## src/rtl/pll_reset_sequencer.sv

```systemverilog
// pll_reset_sequencer
//   Drives a PLL reset pin, watches its (asynchronous) LOCK output, filters
//   lock glitches, and releases N_CH downstream domain resets in staggered
//   order once lock is stable. Lock loss or a software relock request
//   re-asserts every domain reset and restarts the PLL. A lock timeout
//   retries the PLL reset automatically.
//
// Ports
//   CLKI         in   reference clock, sole clock of the block
//   RST          in   synchronous active-high block reset
//   LOCK         in   PLL lock, asynchronous (double-flop synchronised here)
//   FORCE_RELOCK in   single-cycle request to restart the PLL
//   PLL_RST      out  active-high reset to the PLL
//   RST_OUT      out  per-domain active-high resets, bit 0 released first
//   READY        out  all domains out of reset and lock stable
//   LOSS_CNT     out  saturating count of lock losses seen in S_RUN
//   RETRY_CNT    out  saturating count of lock-timeout retries
//   o_dbg_state  out  current FSM state (debug visibility)
module pll_reset_sequencer #(
  parameter int N_CH         = 3,
  parameter int RST_PULSE    = 16,
  parameter int LOCK_FILTER  = 256,
  parameter int LOCK_TIMEOUT = 65536,
  parameter int STAGGER      = 8,
  parameter int CNT_W        = 8
) (
  input  logic             CLKI,
  input  logic             RST,
  input  logic             LOCK,
  input  logic             FORCE_RELOCK,
  output logic             PLL_RST,
  output logic [N_CH-1:0]  RST_OUT,
  output logic             READY,
  output logic [CNT_W-1:0] LOSS_CNT,
  output logic [CNT_W-1:0] RETRY_CNT,
  output logic [2:0]       o_dbg_state
);

  // Timer must hold the largest terminal count of any state.
  localparam int REL_LAST = (N_CH - 1) * STAGGER;
  localparam int MAX_1    = (RST_PULSE > LOCK_FILTER) ? RST_PULSE : LOCK_FILTER;
  localparam int MAX_2    = (MAX_1 > LOCK_TIMEOUT) ? MAX_1 : LOCK_TIMEOUT;
  localparam int MAX_P    = (MAX_2 > REL_LAST) ? MAX_2 : REL_LAST;
  localparam int TW       = $clog2(MAX_P) + 1;

  localparam logic [TW-1:0] T_PULSE_END = TW'(RST_PULSE - 1);
  localparam logic [TW-1:0] T_TO_END    = TW'(LOCK_TIMEOUT - 1);
  localparam logic [TW-1:0] T_FILT_END  = TW'(LOCK_FILTER - 1);
  localparam logic [TW-1:0] T_REL_END   = TW'(REL_LAST);

  typedef enum logic [2:0] {
    S_PLLRST  = 3'd0,
    S_WAIT    = 3'd1,
    S_FILTER  = 3'd2,
    S_RELEASE = 3'd3,
    S_RUN     = 3'd4
  } state_t;

  state_t          r_state;
  state_t          w_state_nxt;
  logic [TW-1:0]   r_timer;
  logic [TW-1:0]   w_timer_nxt;
  logic            r_lock_s1;
  logic            r_lock_s2;
  logic            w_lock;
  logic            w_loss_inc;
  logic            w_retry_inc;
  logic [N_CH-1:0] w_rst_out_nxt;

  assign w_lock      = r_lock_s2;
  assign o_dbg_state = r_state;

  // Lock synchroniser
  always_ff @(posedge CLKI) begin
    if (RST) begin
      r_lock_s1 <= 1'b0;
      r_lock_s2 <= 1'b0;
    end else begin
      r_lock_s1 <= LOCK;
      r_lock_s2 <= r_lock_s1;
    end
  end

  // State register and shared timer
  always_ff @(posedge CLKI) begin
    if (RST) begin
      r_state <= S_PLLRST;
      r_timer <= '0;
    end else begin
      r_state <= w_state_nxt;
      r_timer <= w_timer_nxt;
    end
  end

  // Next-state logic. Lock loss takes priority over a relock request so the
  // loss counter still sees it.
  always_comb begin
    w_state_nxt = r_state;
    w_loss_inc  = 1'b0;
    w_retry_inc = 1'b0;
    case (r_state)
      S_PLLRST: begin
        // FORCE_RELOCK is deliberately ignored here.
        if (r_timer == T_PULSE_END) w_state_nxt = S_WAIT;
      end
      S_WAIT: begin
        if (FORCE_RELOCK) begin
          w_state_nxt = S_PLLRST;
        end else if (w_lock) begin
          w_state_nxt = S_FILTER;
        end else if (r_timer == T_TO_END) begin
          w_state_nxt = S_PLLRST;
          w_retry_inc = 1'b1;
        end
      end
      S_FILTER: begin
        if (FORCE_RELOCK)              w_state_nxt = S_PLLRST;
        else if (!w_lock)              w_state_nxt = S_WAIT;
        else if (r_timer == T_FILT_END) w_state_nxt = S_RELEASE;
      end
      S_RELEASE: begin
        if (!w_lock || FORCE_RELOCK)   w_state_nxt = S_PLLRST;
        else if (r_timer == T_REL_END) w_state_nxt = S_RUN;
      end
      S_RUN: begin
        if (!w_lock) begin
          w_state_nxt = S_PLLRST;
          w_loss_inc  = 1'b1;
        end else if (FORCE_RELOCK) begin
          w_state_nxt = S_PLLRST;
        end
      end
      default: w_state_nxt = S_PLLRST;
    endcase
    // Timer restarts on every state change; it is not needed in S_RUN.
    if ((w_state_nxt != r_state) || (r_state == S_RUN)) w_timer_nxt = '0;
    else                                                  w_timer_nxt = r_timer + TW'(1);
  end

  // Output decode from the next state so the registered outputs line up
  // with the state they describe.
  always_comb begin
    w_rst_out_nxt = '1;
    for (int k = 0; k < N_CH; k++) begin
      if (w_state_nxt == S_RUN) begin
        w_rst_out_nxt[k] = 1'b0;
      end else if ((w_state_nxt == S_RELEASE) && (w_timer_nxt >= TW'(k * STAGGER))) begin
        w_rst_out_nxt[k] = 1'b0;
      end
    end
  end

  // Registered outputs and saturating counters
  always_ff @(posedge CLKI) begin
    if (RST) begin
      PLL_RST   <= 1'b1;
      RST_OUT   <= '1;
      READY     <= 1'b0;
      LOSS_CNT  <= '0;
      RETRY_CNT <= '0;
    end else begin
      PLL_RST <= (w_state_nxt == S_PLLRST);
      RST_OUT <= w_rst_out_nxt;
      READY   <= (w_state_nxt == S_RUN);
      if (w_loss_inc && (LOSS_CNT != '1))   LOSS_CNT  <= LOSS_CNT + CNT_W'(1);
      if (w_retry_inc && (RETRY_CNT != '1)) RETRY_CNT <= RETRY_CNT + CNT_W'(1);
    end
  end

endmodule

```

## config.mk

```make
export PLATFORM = sky130hd
export DESIGN_NAME = pll_reset_sequencer
export DESIGN_NICKNAME = d
export VERILOG_FILES = /design/src/rtl/pll_reset_sequencer.sv
export SDC_FILE = /design/constraint.sdc
export NUM_CORES = 1
export LEC_CHECK = 0
export ABC_AREA = 1
export BUFFER_PORTS_ARGS = -buffer_cell sky130_fd_sc_hd__buf_2
export CAP_MARGIN = 20
export CORE_MARGIN = 2
export CORE_UTILIZATION = 45
export CTS_CLUSTER_DIAMETER = 50
export CTS_CLUSTER_SIZE = 12
export DETAILED_ROUTE_END_ITERATION = 8
export PLACE_DENSITY = 0.73
export SLEW_MARGIN = 15
export SYNTH_ARGS = -nofsm -noshare
export SYNTH_HDL_FRONTEND = slang
export SYNTH_SLANG_ARGS = --single-unit
```

## constraint.sdc

```tcl
create_clock -name CLKI -period 3.6 [get_ports CLKI]
set_input_delay 0.9 -clock CLKI [delete_from_list [all_inputs] [get_ports CLKI]]
set_output_delay 0.9 -clock CLKI [all_outputs]
set_load 0.03 [all_outputs]
```

# Yosys cells after proc, flatten, opt, wreduce, memory -nomap -nowiden
# Index checks and enable logic that the tools add are counted.
# word_totals
elab_cells	63
regBits	43
mem_bits_rw	0
latchBits	0
mem_count	0
rom_bits	0
input_bits	4
output_inout_bits	24
# classes
muxes	25
div_mod_pow	0
n_lt_le_gt_ge	3
n_mul	0
add_sub_neg	3
bitwise_logic	0
n_reduce_logical	10
eq_ne	13
shift	0
# ops
op	n
3-bit two-way mux	11
17-bit by 1-bit adder with 17-bit output, second input constant	1
17-bit by 16-bit == test with 1-bit output, second input constant	1
17-bit by 4-bit == test with 1-bit output, second input constant	1
17-bit by 5-bit == test with 1-bit output, second input constant	1
17-bit by 8-bit == test with 1-bit output, second input constant	1
17-bit by 1-bit >= comparator with 1-bit output, second input constant	1
17-bit by 4-bit >= comparator with 1-bit output, second input constant	1
17-bit by 5-bit >= comparator with 1-bit output, second input constant	1
17-bit two-way mux	1
8-bit by 1-bit adder with 8-bit output, second input constant	2
8-bit != test, second input constant	2
3-bit one-hot mux with 5 select lines	1
1-bit two-way mux	12
3-bit by 2-bit == test with 1-bit output, second input constant	3
3-bit == test, second input constant	2
3-bit zero test	2
1-bit logical AND	5
3-bit by 1-bit == test with 1-bit output, second input constant	1
3-bit != test	1
1-bit logical OR	2
1-bit zero test	1

# Depth between registers and ports, before layout
# Gate-level depths: netlist of the first run.
# logic_depth
depth_word	12
depth_mapped	24

# Worst setup path after synthesis of the first run
# Ideal clock, no wire load.
# synth_path
path_kind	reg-to-reg
from	register r_timer[0]
to	register RST_OUT[2]
slack_ns	1.153
stages_incl_launch_ff	23
t_arrival_ns	2.334
synth_period_minus_slack_ns	2.447
setup_ns	0.113
required_time_ns	3.487
path_cell_list	dfxtp_1 -> ha_1 -> nand3_4 -> nor2_2 -> nand2_1 -> nor2_1 -> nand4_1 -> nor2_1 -> ha_1 -> inv_1 -> o21ai_0 -> a21oi_1 -> nand2_2 -> nand3_2 -> nand2_1 -> nand2_1 -> nor2_2 -> buf_6 -> o21ai_2 -> nand2_1 -> nor2_2 -> nand3_1 -> nand2_1
# synth_between
elab_chain_cells	12
# synth_lines
element	line	text
start: declaration	61	logic [TW-1:0] r_timer;
start signal: assignment	91	r_timer <= w_timer_nxt;
17-bit by 8-bit == test with 1-bit output / 17-bit by 16-bit == test with 1-bit output (equally long branches)	119, 111	
3-bit two-way mux (on tied branches)	119, 111	
3-bit two-way mux (on tied branches)	118, 109	
3-bit two-way mux (on tied branches)	117, 107	
3-bit one-hot mux with 5 select lines	101	case (r_state)
3-bit != test	136	if ((w_state_nxt != r_state) || (r_state == S_RUN)) w_timer_nxt = '0;
1-bit logical OR	136	
17-bit two-way mux	136	
17-bit by 5-bit >= comparator with 1-bit output	147	end else if ((w_state_nxt == S_RELEASE) && (w_timer_nxt >= TW'(k * STAGGER))) begin
1-bit logical AND	147	
1-bit two-way mux	147	
1-bit two-way mux (*)	145	if (w_state_nxt == S_RUN) begin
end signal: assignment	163	RST_OUT <= w_rst_out_nxt;
end: declaration	32	output logic [N_CH-1:0] RST_OUT,
# Every way passes the cells marked *; elsewhere a longest branch is shown, timed or not.
# A chain may end at the register's enable or synchronous reset.

# Worst setup path in the final report of the first run
# Ends and elaborated chain as after synthesis.

==> results of run 1 <==
## cell usage in the layout (no fill, tap or decap), drive strengths merged, types with 2 or more instances in the layout
cell type   n
a21oi      16
buf        29
clkbuf      6
clkinv      2
dfxtp      43
ha          5
inv        53
nand2      62
nand3      21
nand4      11
nor2       46
nor3       19
nor4        4
o21ai      23
or2         3
xor2        6
## worst max path at each step
stage | from | end | slack (ns) | cells past startpoint
global placement | r_timer[0] | r_timer[16] | 0.76 | 19
CTS | r_timer[0] | RST_OUT[2] | 0.58 | 21
detailed placement | r_timer[0] | RST_OUT[2] | 0.60 | 21
global route | r_timer[0] | RST_OUT[1] | 0.14 | 21
floorplan | r_timer[0] | RST_OUT[2] | 1.15 | 22
finish | r_timer[0] | RST_OUT[2] | 0.57 | 21
## power by group through the flow
stage	Combinational, W	Sequential [W]	Clock [W]
CTS	0.0000236	0.000483	0.000313
detailed placement	0.0000234	0.000494	0
global route	0.0000274	0.000484	0.000334
floorplan	0.0000171	0.000493	0
finish	0.0000233	0.000483	0.000307
global placement	0.0000228	0.000494	0
## cells by family after synthesis
family,share of synthesized area (%)
simple gates,35.1
buf+inv,10.7
flops,38.1
compound gates,10.6
xor+xnor,2.71
fa+ha+maj,2.77
## critical path: stages (launching register included)
cell and delay, ns:
dfxtp_1 0.37, ha_1 0.26, nand3_4 0.13, nor2_2 0.14, nand2_1 0.07, nor2_1 0.14
nand4_1 0.09, nor2_1 0.11, ha_1 0.15, inv_1 0.06, o21ai_0 0.13, a21oi_1 0.07
nand2_2 0.08, nand3_2 0.09, nand2_1 0.07, nand2_1 0.05, nor2_2 0.42, o21ai_0 0.19
nand2_1 0.12, nor2_2 0.05, nand3_1 0.06, nand2_1 0.06
## Yosys cell counts (all sizes together), types with 3 or more instances
| cell | n | area share (%) |
|---|---|---|
| a21oi | 16 | 3.5 |
| o21ai | 23 | 6.1 |
| nor2 | 46 | 8.7 |
| nand3 | 21 | 5.6 |
| nor3 | 19 | 4.7 |
| nand2 | 62 | 11 |
| inv | 53 | 8.8 |
| buf | 4 | 1.3 |
| xor2 | 6 | 2.3 |
| nand4 | 11 | 3.0 |
| nor4 | 4 | 1.1 |
| dfxtp | 43 | 38 |
| or2 | 3 | 0.83 |
| ha | 5 | 2.8 |
| clkbuf | 3 | 0.50 |
## stage by stage
stage	power, W	setup slack, ns	instances
4_1_cts	0.000820	0.581	420
3_5_place_dp	0.000518	0.605	413
6_report	0.000814	0.571	420
5_1_grt	0.000845	0.142	420
2_1_floorplan	0.000510	1.15	324
3_3_place_gp	0.000517	0.758	413
## cell type report
cell class	instances	area, um2	share of cell area [%]
inverter	54	203	7.97
sequential	43	861	33.9
tap	67	83.8	3.30
timing repair buffer	29	150	5.91
clock inverter	1	5.00	0.197
multi-input combinational	220	1160	45.5
clock buffer	6	82.6	3.25
## routing by layer
layer,wire (um),up-vias
li1,-,1096
met4,67,0
met2,2390,60
met5,0,-
met3,310,8
met1,2230,962
## sequential cells by signal, summed over array words and instances, names as in the netlist
| register | cells |
|---|---|
| LOSS_CNT | 8 |
| PLL_RST | 1 |
| RST_OUT | 3 |
| r_lock_s1 | 1 |
| r_lock_s2 | 1 |
| READY | 1 |
| o_dbg_state | 3 |
| RETRY_CNT | 8 |
| r_timer | 17 |
==> results.tsv, run 1 <==
stage	metric	value	unit
power_and_ir_drop	Net Sw Power	0.000177	W
layout	P&R area growth vs syn	12.5	%
layout	layout cells sized above 1	17.6	%
global_route	largest net degree at the start of global routing	25	
power_and_ir_drop	Pint	0.000637	W
layout	design area	2540	um2
hold_path	Hold/Removal Path Class	reg2reg	
global_route	grt ovf	0	
global_route	initial antenna violation count	0	
clock_network	post-CTS sizing	0	
timing	Final Critical Period	3.03	ns
yosys	Post-Syn Instances	324	
placement	DP Wirelength	3820	um
timing	Max Freq	330	MHz
detailed_routing	Via density	5.06	
timing	Finish-stage setup viols	0	
global_route	vias in the first global route	1979	
placement	gp weighted congestion	0.901	
clock_network	Post-CTS Setup Repair Bufs	0	
timing	Min Hold Slack	0.412	ns
layout	fill cell count	454	
global_route	GR peak layer	met2	
timing	Max Slew Vio Count	0	
yosys	Synth Register Bits	43	
floorplanning	# IOs	28	
layout	Inserted Diodes	0	
yosys	Synth Warn #	0	
clock_network	CTS Sinks	43	
setup_path	Critical Path Fanout Max	13	
clock_network	total CTS buffers	5	
global_route	GR Layer Usage met1	26.9	%
yosys	Post-Syn Nets	333	
timing	Fin. Hold Viols	0	
setup_path	Critical Path AT	3.22	ns
yosys	Yosys cell types	33	
detailed_routing	DRT antenna net count	0	
timing	Worst Tran Pin Value	0.539	ns
floorplanning	Die Height	74.9	um
setup_path	reg2reg end	RST_OUT[2]	
yosys	Mean Syn Cell Area	6.98	um2
clock_network	clk_lat worst skew	0.29	ns
floorplanning	Initial Util	47.2	%
global_route	first-pass GRT wire length	8830	um
detailed_routing	first-iteration detailed-routing DRC count	168	
job	maxcap violations	0	
floorplanning	die width	74.9	um
power_and_ir_drop	Cell Pwr Density	320	nW/um2
yosys	Post-synth EDFFs	0	
setup_path	CP Capture Type	flip-flop	
floorplanning	core footprint	4790	um2
yosys	post-synthesis sequential area ratio	38.1	%
global_route	M3 GR Usage	4.55	%
timing	post-route setup TNS	0	ns
timing	RSZ-0062 raised after global routing	no	
clock_network	Root Buffer	clkbuf_8	
hold_path	worst hold path depth	2	
setup_path	critical path class	reg2reg	
detailed_routing	DRC	0	
setup_path	reg2reg start	r_timer[0]	
placement	Area after DPL	2450	um2
power_and_ir_drop	maximum VDD drop	0.300	mV
setup_path	CP startpoint kind	flip-flop	
detailed_routing	Routed WL	5000	um
power_and_ir_drop	Combinational Power Share	2.9	%
clock_network	Max clock buf depth	2	
timing	fin crit share	84.1	%
yosys	Main synth FF type	dfxtp_1	
clock_network	Post-CTS Hold Buffers	0	
yosys	ys async rst share	0	%
timing	slew margin rel.	64.0	%
global_route	Total GRT Usage	20.5	%
placement	# port buffers	27	
floorplanning	number of cell rows	25	
floorplanning	full die area	5610	um2
detailed_routing	via count	2126	
timing	worst clock skew	0.00346	ns
setup_path	CP required	3.79	ns
setup_path	R2R depth	21	
layout	Post-layout nets	362	
power_and_ir_drop	Sw Share	21.7	%
detailed_routing	first drt pass iteration count	4	
clock_network	H-tree level count	2	
yosys	Cell Area, Synth	2260	um2
power_and_ir_drop	P_leak	1.16	nW
power_and_ir_drop	sequential share of power	59.4	%
setup_path	R2R Setup Slk	0.57	ns
global_route	grt met2 use	32.7	%
clock_network	CTS tree	done	
hold_path	Worst Min Path Start	r_lock_s1	
layout	fin util	53.1	%
run_status	outcome	finished, final reports clean	
detailed_routing	DR WL/cell	11.9	um
hold_path	Hold EP	r_lock_s2	
power_and_ir_drop	Clock Power Share	37.8	%
clock_network	CTS clock-pin slew for the worst setup and hold paths	0.08	ns
Power figures use the tool's default switching activity.
==> run 2: changes to the inputs <==
==> constraint.sdc (replaced) <==
create_clock -name CLKI -period 2.99 [get_ports CLKI]
set_input_delay 0.7475 -clock CLKI [delete_from_list [all_inputs] [get_ports CLKI]]
set_output_delay 0.7475 -clock CLKI [all_outputs]
set_load 0.03 [all_outputs]
==> run 2 against run 1 <==
  * Via count increased by 0.61%
  * Utilization increased by 1.9 points
  * Setup slack got worse by 0.28 ns
  * Sequential share of layout area decreased by 0.92 points
  * Register-to-register slack got worse by 0.28 ns
  * Die area unchanged
  * Sequential power increased by 20%
  * Critical endpoint is now RST_OUT[1]
  * Highest routed layer unchanged
==> results.tsv, run 2 (same netlist as run 1, synthesis figures left out) <==
stage	metric	value	unit
timing	Fin. Hold Viols	0	
detailed_routing	DRT antenna net count	0	
job	maxcap violations	0	
timing	post-route setup TNS	0	ns
setup_path	critical path class	reg2reg	
placement	# port buffers	27	
layout	commonest non-fill, non-tap cell in the layout	nand2_1	
detailed_routing	via count	2139	
setup_path	biggest cell delay along the critical path	0.38	ns
layout	fill cell count	458	
floorplanning	core footprint	4790	um2
floorplanning	die width	74.9	um
setup_path	CP bufs+invs	2	
setup_path	CP required	3.18	ns
detailed_routing	Routed WL	5000	um
placement	DP Wirelength	3710	um
global_route	initial antenna violation count	0	
global_route	vias in the first global route	2007	
detailed_routing	DR WL/cell	11.7	um
layout	P&R area growth vs syn	16.4	%
timing	worst clock skew	0.00484	ns
setup_path	critical-path cell list	ha_4 > nand3_4 > nor2_2 > nand2_1 > nor2_2 > nand4_1 > nor2_1 > ha_1 > inv_1 > o21ai_0 > a21oi_1 > nand2_2 > nand3_2 > nand2_1 > nand2_2 > nor2_4 > buf_4 > o21ai_2 > nand2_1 > nor2_2 > nand3_1 > nand2_1	
timing	fin crit share	90.2	%
clock_network	Root Buffer	clkbuf_8	
power_and_ir_drop	P_leak	1.20	nW
clock_network	CTS tree	done	
setup_path	CP Capture Type	flip-flop	
layout	Non-Filler Instances	427	
timing	Final Critical Period	2.70	ns
floorplanning	full die area	5610	um2
floorplanning	number of cell rows	25	
global_route	Total GRT Usage	20.3	%
layout	Largest Register	r_timer	
layout	layout cells sized above 1	21.1	%
layout	Post-layout nets	369	
clock_network	CTS clock-pin slew for the worst setup and hold paths	0.08	ns
setup_path	Critical Path Fanout Max	5	
timing	slew margin rel.	67.2	%
run_status	outcome	finished, final reports clean	
setup_path	CP startpoint kind	flip-flop	
clock_network	CTS Sinks	43	
power_and_ir_drop	Cell Pwr Density	372	nW/um2
global_route	grt ovf	0	
floorplanning	# IOs	28	
placement	placed cells	418	
clock_network	Max clock buf depth	2	
setup_path	Critical Path AT	2.89	ns
setup_path	Top delay family on crit path	simple AND/OR/NAND/NOR gates	
floorplanning	Die Height	74.9	um
detailed_routing	first drt pass iteration count	5	
detailed_routing	DRC	0	
setup_path	Slowest-stage cell, CP	dfxtp_2	
floorplanning	Initial Util	47.2	%
timing	Finish-stage setup viols	0	
setup_path	most used cell along the critical path	nand2_1	
layout	commonest non-fill, non-tap cells in the layout	57 x nand2_1, 51 x inv_1, 40 x dfxtp_1, 37 x nor2_1, 27 x buf_2	
clock_network	clk_lat worst skew	0.29	ns
layout	biggest regs	r_timer x17, LOSS_CNT x8, RETRY_CNT x8	
layout	max reg flops	17	
layout	Inserted Diodes	0	
global_route	largest net degree at the start of global routing	25	
clock_network	total CTS buffers	5	
placement	gp weighted congestion	0.887	
hold_path	Hold/Removal Path Class	reg2reg	
timing	Max Slew Vio Count	0	
timing	Max Freq	371	MHz
global_route	first-pass GRT wire length	8780	um
power_and_ir_drop	maximum VDD drop	0.225	mV
clock_network	H-tree level count	2	
detailed_routing	first-iteration detailed-routing DRC count	180	
detailed_routing	Via density	5.01	
timing	Worst Tran Pin Value	0.492	ns
run 2: cell types whose count changed in the layout (fill, tap and decap cells not counted), sizes merged:
cell	previous run	this run
nor2	46	47
buf	29	35
run 2: stage by stage:
| stage | instance area (um2) | hold WS, ns | setup slack [ns] | utilization (%) | total power (W) |
|---|---|---|---|---|---|
| after floorplan | 2260 | 0.388 | 0.543 | - | 0.000615 |
| after global placement | 2490 | 0.390 | 0.196 | 52.1 | 0.000622 |
| after detailed placement | 2490 | 0.394 | 0.0410 | 52.1 | 0.000623 |
| after CTS | 2580 | 0.406 | 0.0875 | 54.0 | 0.000991 |
| after global routing | 2630 | 0.428 | -0.0211 | 55.0 | 0.00102 |
| final | 2630 | 0.404 | 0.293 | 55.0 | 0.000980 |
run 2: timing repair:
item	4_1_cts	5_1_grt
setup buffers	0	1
cloned	0	1
gates resized for setup	1	10
hold buffers	0	0
pin swaps	0	2
setup endpoints to repair	2	21
run 2: power breakdown:
group	switching (W)	internal, W	total, W
clock	0.000188	0.000181	0.000369
combinational	0.0000188	0.00000980	0.0000286
sequential	0.00000600	0.000576	0.000582
run 2: tightest hold or removal path: stages, from the launching register on:
cell	delay (ns)
dfxtp_1	0.30
inv_1	0.04
nor2_1	0.03
run 2: metal layers:
| layer | vias to the layer above | global-route usage, % | routed length, um |
|---|---|---|---|
| li1 | 1110 | - | - |
| met1 | 952 | 26.1 | 2320 |
| met2 | 65 | 32.7 | 2340 |
| met3 | 12 | 3.21 | 246 |
| met4 | 0 | 10.5 | 102 |
| met5 | - | 0 | 0 |
run 2: worst paths after layout:
kind	start	end	slack (ns)	cells after the start
setup / recovery	r_timer[0]	RST_OUT[1]	0.29	22
hold / removal	r_lock_s1	r_lock_s2	0.40	2
setup reg to reg	r_timer[0]	RST_OUT[1]	0.29	22
hold reg to reg	r_lock_s1	r_lock_s2	0.40	2
run 2: layout make-up:
cell class                      count  area [um2]  area share (%)
Multi-Input combinational cell    221        1200            45.4
Sequential cell                    43         867            32.9
Inverter                           54         203            7.70
Timing Repair Buffer               35         195            7.41
Tap cell                           67        83.8            3.18
Clock buffer                        6        82.6            3.14
Clock inverter                      1        5.00           0.190
==> run 3: changes to the inputs <==
--- a/config.mk
+++ b/config.mk
@@ -5,7 +5,7 @@
 export SDC_FILE = /design/constraint.sdc
 export NUM_CORES = 1
 export LEC_CHECK = 0
-export ABC_AREA = 1
+export ABC_AREA = 0
 export BUFFER_PORTS_ARGS = -buffer_cell sky130_fd_sc_hd__buf_2
 export CAP_MARGIN = 20
 export CORE_MARGIN = 2
==> run 3 against run 2 <==
  * Wire length shrank 8.3%
  * Synthesized area grew 0.72%
  * Clock-buffer cell count is the same
  * Register-to-register slack lost 0.05 ns
  * Critical path type unchanged
  * Highest routed layer unchanged
==> results.tsv, run 3 <==
stage	metric	value	unit
placement	placed cells	335	
setup_path	Worst Setup SP	r_timer[0]	
floorplanning	full die area	5650	um2
setup_path	reg2reg end	RETRY_CNT[6]	
job	maxcap violations	0	
layout	Largest Register	r_timer	
layout	layout cells sized above 1	23.2	%
setup_path	CP startpoint kind	flip-flop	
clock_network	CTS tree	done	
timing	final worst slack	0.246	ns
yosys	Post-synth EDFFs	0	
clock_network	H-tree level count	2	
layout	fin util	53.7	%
yosys	most frequent cells after synthesis	43 x dfxtp_1, 34 x nor2_1, 16 x nand2_1, 14 x xor2_1, 13 x xnor2_1	
global_route	vias in the first global route	1626	
yosys	Cell Area, Synth	2280	um2
floorplanning	# IOs	28	
yosys	most area-consuming cells after synthesis	dfxtp_1 38%, nor2_1 5.6%, xor2_1 5.4%, xnor2_1 5.0%, nor4_4 2.8%	
yosys	Post-Syn Nets	261	
layout	commonest non-fill, non-tap cell in the layout	dfxtp_1	
layout	Post-layout nets	284	
detailed_routing	DR WL/cell	13.4	um
global_route	first-pass GRT wire length	7550	um
yosys	Synth Register Bits	43	
detailed_routing	via count	1848	
global_route	grt ovf	0	
floorplanning	Die Height	75.1	um
detailed_routing	DRT antenna net count	0	
yosys	cell taking the most area after synthesis	dfxtp_1	
clock_network	post-CTS sizing	0	
timing	Fin. Hold Viols	0	
placement	worst slack, placed	0.200	ns
detailed_routing	Routed WL	4590	um
power_and_ir_drop	Cell Pwr Density	448	nW/um2
timing	fin crit share	91.8	%
yosys	ys async rst share	0	%
detailed_routing	Via density	5.39	
layout	max reg flops	17	
layout	fill cell count	443	
yosys	Yosys top cell area share	37.8	%
global_route	largest net degree at the start of global routing	24	
global_route	GR peak layer	met2	
setup_path	Critical Path Fanout Max	7	
layout	commonest non-fill, non-tap cells in the layout	43 x dfxtp_1, 34 x nor2_1, 27 x buf_2, 16 x nand2_1, 14 x xor2_1	
setup_path	CP endpoint	RETRY_CNT[6]	
yosys	Mean Syn Cell Area	9.04	um2
global_route	Total GRT Usage	17.6	%
detailed_routing	DRC	0	
timing	worst clock skew	0.00908	ns
setup_path	CP Capture Type	flip-flop	
timing	post-route setup TNS	0	ns
yosys	Main synth FF type	dfxtp_1	
global_route	M3 GR Usage	5.35	%
yosys	most common cell in the synthesized netlist	dfxtp_1	
timing	Final Critical Period	2.74	ns
global_route	grt met2 use	25.9	%
floorplanning	number of cell rows	25	
placement	DP Wirelength	3150	um
floorplanning	core footprint	4790	um2
yosys	Yosys cell types	52	
timing	RSZ-0062 raised after global routing	no	
placement	# port buffers	27	
power_and_ir_drop	maximum VDD drop	0.234	mV
hold_path	Hold/Removal Path Class	reg2reg	
run_status	outcome	finished, final reports clean	
timing	Worst Tran Pin Value	0.442	ns
floorplanning	Initial Util	47.6	%
setup_path	CP required	3.17	ns
detailed_routing	first-iteration detailed-routing DRC count	162	
clock_network	CTS Sinks	43	
timing	Max Slew Vio Count	0	
setup_path	critical path class	reg2reg	
global_route	initial antenna violation count	0	
setup_path	R2R Setup Slk	0.25	ns
global_route	GR Layer Usage met1	24.3	%
layout	Non-Filler Instances	343	
yosys	Synth Warn #	0	
setup_path	Critical Path AT	2.92	ns
layout	Inserted Diodes	0	
clock_network	Post-CTS Hold Buffers	0	
yosys	Post-Syn Instances	252	
clock_network	CTS clock-pin slew for the worst setup and hold paths	0.08	ns
clock_network	Root Buffer	clkbuf_8	
placement	gp weighted congestion	0.963	
layout	P&R area growth vs syn	12.8	%
power_and_ir_drop	P_leak	0.963	nW
floorplanning	die width	75.1	um
timing	slew margin rel.	70.2	%
timing	Finish-stage setup viols	0	
yosys	post-synthesis sequential area ratio	37.8	%
clock_network	Post-CTS Setup Repair Bufs	0	
clock_network	total CTS buffers	5	
clock_network	clk_lat worst skew	0.30	ns
setup_path	R2R depth	10	
detailed_routing	first drt pass iteration count	4	
setup_path	reg2reg start	r_timer[0]	
clock_network	Max clock buf depth	2	
timing	Max Freq	364	MHz
layout	biggest regs	r_timer x17, LOSS_CNT x8, RETRY_CNT x8	
run 3: critical path: stages (launching register included):
cell       delay [ns]
dfxtp_1          0.44
ha_1             0.25
nand3_2          0.14
or3_1            0.46
nor3_1           0.25
ha_1             0.28
o2111ai_2        0.25
nor2_1           0.21
nand4_1          0.14
xor2_1           0.16
nor2_1           0.05
run 3: layout make-up:
| cell class | count | area (um2) | share of cell area, % |
|---|---|---|---|
| multi-input cells | 187 | 1300 | 50.8 |
| flip-flops and latches | 43 | 861 | 33.5 |
| repair buffers | 30 | 158 | 6.14 |
| well taps | 67 | 83.8 | 3.26 |
| clock buffers | 6 | 72.6 | 2.83 |
| clock inverters | 2 | 60.1 | 2.34 |
| inverters | 8 | 30.0 | 1.17 |
run 3: per-layer routing:
| metal | vias up | part of all wire (%) |
|---|---|---|
| li1 | 943 | - |
| met5 | - | 0 |
| met4 | 0 | 1.4 |
| met2 | 44 | 45 |
| met1 | 857 | 50 |
| met3 | 4 | 4.0 |
run 3: metrics by stage:
stage | total power, W | instance area [um2] | hold slack [ns]
6_report | 0.00115 | 2570 | 0.447
3_5_place_dp | 0.000625 | 2430 | 0.430
4_1_cts | 0.00116 | 2560 | 0.451
5_1_grt | 0.00119 | 2570 | 0.466
3_3_place_gp | 0.000625 | 2430 | 0.422
2_1_floorplan | 0.000617 | 2280 | 0.414
run 3: where the power goes:
part / switching, W / internal, W / total [W]
combinational: 0.0000201 / 0.00000988 / 0.0000300
sequential: 0.00000536 / 0.000577 / 0.000582
clock: 0.000204 / 0.000334 / 0.000538
total: 0.000229 / 0.000921 / 0.00115
run 3: worst min-delay path by stage:
stage,startpoint,endpoint,slack [ns],depth (start not counted)
after floorplan,r_lock_s1,r_lock_s2,0.41,1
after global placement,r_lock_s1,r_lock_s2,0.42,1
after detailed placement,r_lock_s1,r_lock_s2,0.43,1
after CTS,r_lock_s1,r_lock_s2,0.45,1
after global routing,r_lock_s1,r_lock_s2,0.47,1
final,r_lock_s1,r_lock_s2,0.45,1
run 3: cells by family after synthesis:
family / share of synthesized area, %
AND/OR/NAND/NOR: 31.2
flip-flops: 37.8
AO/OA/AOI/OAI: 11.3
XOR/XNOR: 10.4
buffers and inverters: 5.22
adder cells (fa/ha/maj): 2.75
multiplexers: 1.37
